==> src/rtl/acl_mode_sequencer.sv <==
// Mode sequencer for the PMOD ACL2 driver: one-hot switch mode select, init/start
// handshake over the driver ready line, handshake timeout, fault state and re-arm.
module acl_mode_sequencer #(
  parameter int unsigned N_MODES        = 2,
  parameter int unsigned SW_WIDTH       = 4,
  parameter int unsigned TIMEOUT_CYCLES = 2000000,
  parameter int unsigned FAULT_CNT_W    = 8
) (
  input  logic                   i_clk_20mhz,
  input  logic                   i_rst_20mhz,
  input  logic                   i_acl_command_ready,
  input  logic [SW_WIDTH-1:0]    i_switches_debounced,
  output logic                   o_reading_inactive,
  output logic                   o_active_init_display,
  output logic                   o_active_run_display,
  output logic [N_MODES-1:0]     o_mode_onehot,
  output logic [N_MODES-1:0]     o_acl_cmd_init,
  output logic [N_MODES-1:0]     o_acl_cmd_start,
  output logic                   o_acl_cmd_soft_reset,
  output logic                   o_fault,
  output logic [FAULT_CNT_W-1:0] o_fault_count
);

  localparam int unsigned IDX_W = (N_MODES > 1) ? $clog2(N_MODES) : 1;
  localparam int unsigned CNT_W = $clog2(SW_WIDTH + 1);
  localparam int unsigned TMO_W = $clog2(TIMEOUT_CYCLES);
  localparam logic [TMO_W-1:0] TMO_LAST = TMO_W'(TIMEOUT_CYCLES - 1);

  typedef enum logic [2:0] {
    S_IDLE       = 3'd0,
    S_INIT_REQ   = 3'd1,
    S_INIT_WAIT  = 3'd2,
    S_START_REQ  = 3'd3,
    S_START_DONE = 3'd4,
    S_RUN        = 3'd5,
    S_RESET_REQ  = 3'd6,
    S_FAULT      = 3'd7
  } state_e;

  state_e                 state_q, state_d;
  logic [IDX_W-1:0]       idx_q, idx_d;
  logic [SW_WIDTH-1:0]    sw_q, sw_d;
  logic [N_MODES-1:0]     mode_q, mode_d;
  logic [FAULT_CNT_W-1:0] fault_cnt_q, fault_cnt_d;
  logic [TMO_W-1:0]       tmo_q, tmo_d;

  logic [CNT_W-1:0]       sel_cnt;
  logic                   sel_hi;
  logic                   sel_valid;
  logic [IDX_W-1:0]       sel_idx;
  logic [N_MODES-1:0]     sel_onehot;
  logic [N_MODES-1:0]     idx_onehot;
  logic                   timed;
  logic                   tmo_hit;

  // Valid selection: exactly one low mode bit set, nothing above the mode range.
  always_comb begin
    sel_cnt = '0;
    sel_hi  = 1'b0;
    sel_idx = '0;
    for (int unsigned i = 0; i < SW_WIDTH; i++) begin
      if (i_switches_debounced[i]) begin
        if (i < N_MODES) begin
          sel_cnt = sel_cnt + CNT_W'(1);
          sel_idx = IDX_W'(i);
        end else begin
          sel_hi = 1'b1;
        end
      end
    end
    sel_valid = (sel_cnt == CNT_W'(1)) && !sel_hi;
  end

  always_comb begin
    sel_onehot = '0;
    idx_onehot = '0;
    for (int unsigned k = 0; k < N_MODES; k++) begin
      sel_onehot[k] = (sel_idx == IDX_W'(k));
      idx_onehot[k] = (idx_q == IDX_W'(k));
    end
  end

  assign tmo_hit = (tmo_q == TMO_LAST);

  // Next state and Moore output decode.
  always_comb begin
    state_d               = state_q;
    idx_d                 = idx_q;
    sw_d                  = sw_q;
    mode_d                = mode_q;
    fault_cnt_d           = fault_cnt_q;
    timed                 = 1'b0;
    o_reading_inactive    = 1'b0;
    o_active_init_display = 1'b0;
    o_active_run_display  = 1'b0;
    o_acl_cmd_init        = '0;
    o_acl_cmd_start       = '0;
    o_acl_cmd_soft_reset  = 1'b0;
    o_fault               = 1'b0;

    case (state_q)
      S_IDLE: begin
        o_reading_inactive = 1'b1;
        if (i_acl_command_ready && sel_valid) begin
          state_d = S_INIT_REQ;
          idx_d   = sel_idx;
          sw_d    = i_switches_debounced;
          mode_d  = sel_onehot;
        end
      end
      S_INIT_REQ: begin
        o_active_init_display = 1'b1;
        o_acl_cmd_init        = idx_onehot;
        timed                 = 1'b1;
        if (!i_acl_command_ready) state_d = S_INIT_WAIT;
        else if (tmo_hit)         state_d = S_FAULT;
      end
      S_INIT_WAIT: begin
        o_active_init_display = 1'b1;
        timed                 = 1'b1;
        if (i_acl_command_ready) state_d = S_START_REQ;
        else if (tmo_hit)        state_d = S_FAULT;
      end
      S_START_REQ: begin
        o_active_init_display = 1'b1;
        o_acl_cmd_start       = idx_onehot;
        timed                 = 1'b1;
        if (!i_acl_command_ready) state_d = S_START_DONE;
        else if (tmo_hit)         state_d = S_FAULT;
      end
      S_START_DONE: begin
        o_active_init_display = 1'b1;
        state_d               = S_RUN;
      end
      S_RUN: begin
        o_active_run_display = 1'b1;
        if (i_switches_debounced != sw_q) state_d = S_RESET_REQ;
      end
      S_RESET_REQ: begin
        o_acl_cmd_soft_reset = 1'b1;
        timed                = 1'b1;
        if (i_acl_command_ready) state_d = S_IDLE;
        else if (tmo_hit)        state_d = S_FAULT;
      end
      S_FAULT: begin
        o_fault = 1'b1;
        if (i_switches_debounced == '0) state_d = S_RESET_REQ;
      end
      default: begin
        o_reading_inactive = 1'b1;
        state_d            = S_IDLE;
      end
    endcase

    // Entry actions: mode indicator drops on RESET_REQ/FAULT, fault count saturates.
    if (state_d != state_q) begin
      if (state_d == S_RESET_REQ || state_d == S_FAULT) mode_d = '0;
      if (state_d == S_FAULT && fault_cnt_q != '1) fault_cnt_d = fault_cnt_q + FAULT_CNT_W'(1);
    end

    tmo_d = (state_d != state_q || !timed) ? '0 : tmo_q + TMO_W'(1);
  end

  always_ff @(posedge i_clk_20mhz) begin
    if (i_rst_20mhz) begin
      state_q     <= S_IDLE;
      idx_q       <= '0;
      sw_q        <= '0;
      mode_q      <= '0;
      fault_cnt_q <= '0;
      tmo_q       <= '0;
    end else begin
      state_q     <= state_d;
      idx_q       <= idx_d;
      sw_q        <= sw_d;
      mode_q      <= mode_d;
      fault_cnt_q <= fault_cnt_d;
      tmo_q       <= tmo_d;
    end
  end

  assign o_mode_onehot = mode_q;
  assign o_fault_count = fault_cnt_q;

endmodule

==> config.mk <==
export PLATFORM = sky130hd
export DESIGN_NAME = acl_mode_sequencer
export DESIGN_NICKNAME = d
export VERILOG_FILES = /design/src/rtl/acl_mode_sequencer.sv
export SDC_FILE = /design/constraint.sdc
export NUM_CORES = 1
export LEC_CHECK = 0
export BUFFER_PORTS_ARGS = -buffer_cell sky130_fd_sc_hd__buf_2
export CAP_MARGIN = 0
export CORE_MARGIN = 3
export CORE_UTILIZATION = 55
export DETAILED_ROUTE_END_ITERATION = 7
export PLACE_DENSITY = 0.82
export SYNTH_ARGS = -nofsm -noshare
export SYNTH_HDL_FRONTEND = slang
export SYNTH_SLANG_ARGS = --single-unit
==> constraint.sdc <==
create_clock -name i_clk_20mhz -period 2.9 [get_ports i_clk_20mhz]
set_input_delay 0.29 -clock i_clk_20mhz [delete_from_list [all_inputs] [get_ports i_clk_20mhz]]
set_output_delay 0.29 -clock i_clk_20mhz [all_outputs]
set_load 0.01 [all_outputs]
==> metrics.cfg <==
[synthesis]
synth_cells = 248
synthArstFlopShare = 0
yosys_warnings = 0
synth-main-ff-cell = dfxtp_1
yosysSeqAreaShare = 0.362
syn_area_per_cell_um2 = 8.47
netlist_area_um2 = 2100
synth_seq_cells = 38
synth-edff-count = 0
synth.distinct_cells = 51
syn_nets = 258

[power]
power_density_nw_per_um2 = 412
power_leakage_nw = 0.876
ir_worst_vdd_mv = 0.312
total_power_mw = 0.947

[cells_and_area]
n_antenna_cell = 0
area_delta_synth_final_pct = 9.53
finalNetCount = 279
final_design_area_no_fill_um2 = 2300
drive_gt1_frac = 0.181

[clocking]
cts-htree-levels = 2
cts_tree = yes
clk_latency_ps = 290
cts-buffers-inserted = 5
clkTransAtPathRegs_ps = 70
cts_buffer_depth = 2
clk_root_buffer_cell = clkbuf_8
cts_setup_buffers = 0
clock-sinks = 38

[min_path]
holdPathStages = 3
worstHoldStart = i_switches_debounced[0]
min_delay_worst_endpoint = sw_q[0]
min_path_type = in2reg

[route]
drt_iter0_drc = 148
postRouteAntennaNets = 0
drt_pass1_iterations = 5
vias_per_cell = 5.72
drc = 0
routed_wl_um = 4210
vias = 1809
post_drt_wl_per_cell_um = 13.3

[die]
fp.dieW_um = 67.8
die-area_um2 = 4600
initial_core_util = 0.601
num_rows = 21
core_region_area_um2 = 3490
ios = 26
die_h_um = 67.8

[worst_setup_path]
cp-startpoint = tmo_q[0]
path_delay_family = simple AND/OR/NAND/NOR gates
path_cells = ha_1 > nand3_1 > or4_4 > nor4_4 > and3b_2 > or4_1 > a21oi_1
critPathKind = reg2reg
slowest_delay_ps = 590
required_ps = 3120
start_kind = flip-flop
crit_path_end_kind = flip-flop
r2r_cells = 7
cp.buffers_inverters = 0
worst-endpoint-arrival_ps = 2890
rr_startpoint = tmo_q[0]
r2r-end = o_fault_count[3]
cp_slowest_cell = or4_4
crit_path_max_fanout = 17
path_depth = 7
regToRegSetupSlack_ps = 230

[global_routing]
grt_max_degree = 22
grt_pass1_vias = 1621
grt_overflow_total = 0
antenna_found_initial = 0
track_usage = 0.205
grt_pass1_wl_um = 7130

[place]
dp_hpwl_um = 2910
place_area_um2 = 2200
port_buffers = 25
gp_congestion = 0.939

[timing]
post-route-period-util = 0.920
post-route-min-period_ps = 2670
drv_slew = 0
clock.fmax_mhz = 375
rsz0062_at_grt = false
tns_ps = 0
relSlewSlack = 0.583
tightestPinTransition_ps = 625
fin_skew_ps = 7.78
setup_viol = 0
final-hold-violation-count = 0

[run_status]
status = finished, final reports clean

[flow_run]
maxCapViolCount = 0

-- through the flow --
stage	cells	utilization	setup WS [ps]	hold slack [ps]
finish	316	0.658	231	321
global route	316	0.658	63.4	351
CTS	316	0.655	165	318
detailed placement	308	0.629	129	449
global placement	308	0.629	201	437
floorplan	248	-	429	430
-- cell usage in the layout, fill, tap and decap left out, drive strengths merged, types with 2 or more instances in the layout --
master  count
a21o        2
a21oi      13
a31oi       2
and3       12
and4        3
buf        28
clkbuf      7
dfxtp      38
ha          3
inv         7
mux2i       3
nand2      15
nand3      15
nand4       3
nor2       38
nor2b       3
nor3        2
nor3b       6
nor4        4
o211ai      2
o21ai       8
o31ai       6
or3         2
or3b        2
or4         7
xnor2       7
xor2       15
-- per-layer routing --
metal / track usage / up-vias / share of wire
met4: 0.114 / 0 / 0.034
met3: 0.0566 / 13 / 0.047
li1: - / 923 / -
met5: 0 / - / 0
met2: 0.315 / 39 / 0.44
met1: 0.258 / 834 / 0.48
-- timing repair --
action / in CTS / in global routing
setup endpoints to repair: 0 / 3
hold buffers: 0 / 0
resized for setup: 0 / 2
-- power by group --
| group | internal, mW | switching (mW) |
|---|---|---|
| Clock | 0.192 | 0.181 |
| Combinational | 0.0177 | 0.0296 |
| Sequential | 0.524 | 0.00285 |
| Total | 0.733 | 0.214 |
-- kinds of logic after synthesis --
group,count (synthesis),share of synthesized area
buffers and inverters,21,0.0643
AO/OA/AOI/OAI,42,0.130
adder cells (fa/ha/maj),3,0.0179
multiplexers,4,0.0197
AND/OR/NAND/NOR,118,0.314
XOR/XNOR,22,0.0917
flip-flops,38,0.362
-- registers in the layout, indices dropped and copies added (netlist names) --
name           flops
tmo_q             21
o_fault_count      8
state_q            3
sw_q               4
o_mode_onehot      2
-- synthesized netlist by cell type (2+ instances only) --
cell type	number	area, um^2
a21o_1	2	15.0
a21oi_1	13	65.1
a31oi_1	2	12.5
and3_1	7	43.8
and3_2	5	37.5
and4_1	2	17.5
buf_6	3	33.8
clkbuf_1	7	26.3
clkbuf_8	3	41.3
dfxtp_1	38	761
ha_1	3	37.5
inv_1	7	26.3
mux2i_1	3	30.0
nand2_1	14	52.6
nand3_1	15	75.1
nand4_1	3	18.8
nor2_1	38	143
nor2b_1	3	18.8
nor3_1	2	10.0
nor3b_1	6	45.0
nor4_1	3	18.8
o211ai_1	2	15.0
o21ai_0	5	25.0
o21ai_1	3	15.0
o31ai_1	6	45.0
or3_1	2	12.5
or3b_1	2	17.5
or4_1	6	45.0
xnor2_1	7	61.3
xor2_1	15	131
-- how the worst max path moves through the flow --
stage / end / slack (ps)
floorplan: o_fault_count[3] / 430
global placement: o_fault_count[3] / 200
detailed placement: o_fault_count[6] / 130
CTS: o_fault_count[6] / 170
global route: o_fault_count[5] / 60
finish: o_fault_count[3] / 230
-- cell type report --
type / instances / area, um^2
clock inverter: 1 / 5.00
clock buffer: 7 / 86.3
sequential: 38 / 761
inverter: 7 / 26.3
timing repair buffer: 28 / 148
tap: 46 / 57.6
fill: 305 / 1190
multi-input combinational: 189 / 1220
-- worst reg2reg max path, cell delays in order (launching register included) --
cell     delay, ps
dfxtp_1        380
ha_1           200
nand3_1        180
or4_4          590
nor4_4         250
and3b_2        340
or4_1          530
a21oi_1        140
Power figures use the tool's default switching activity.
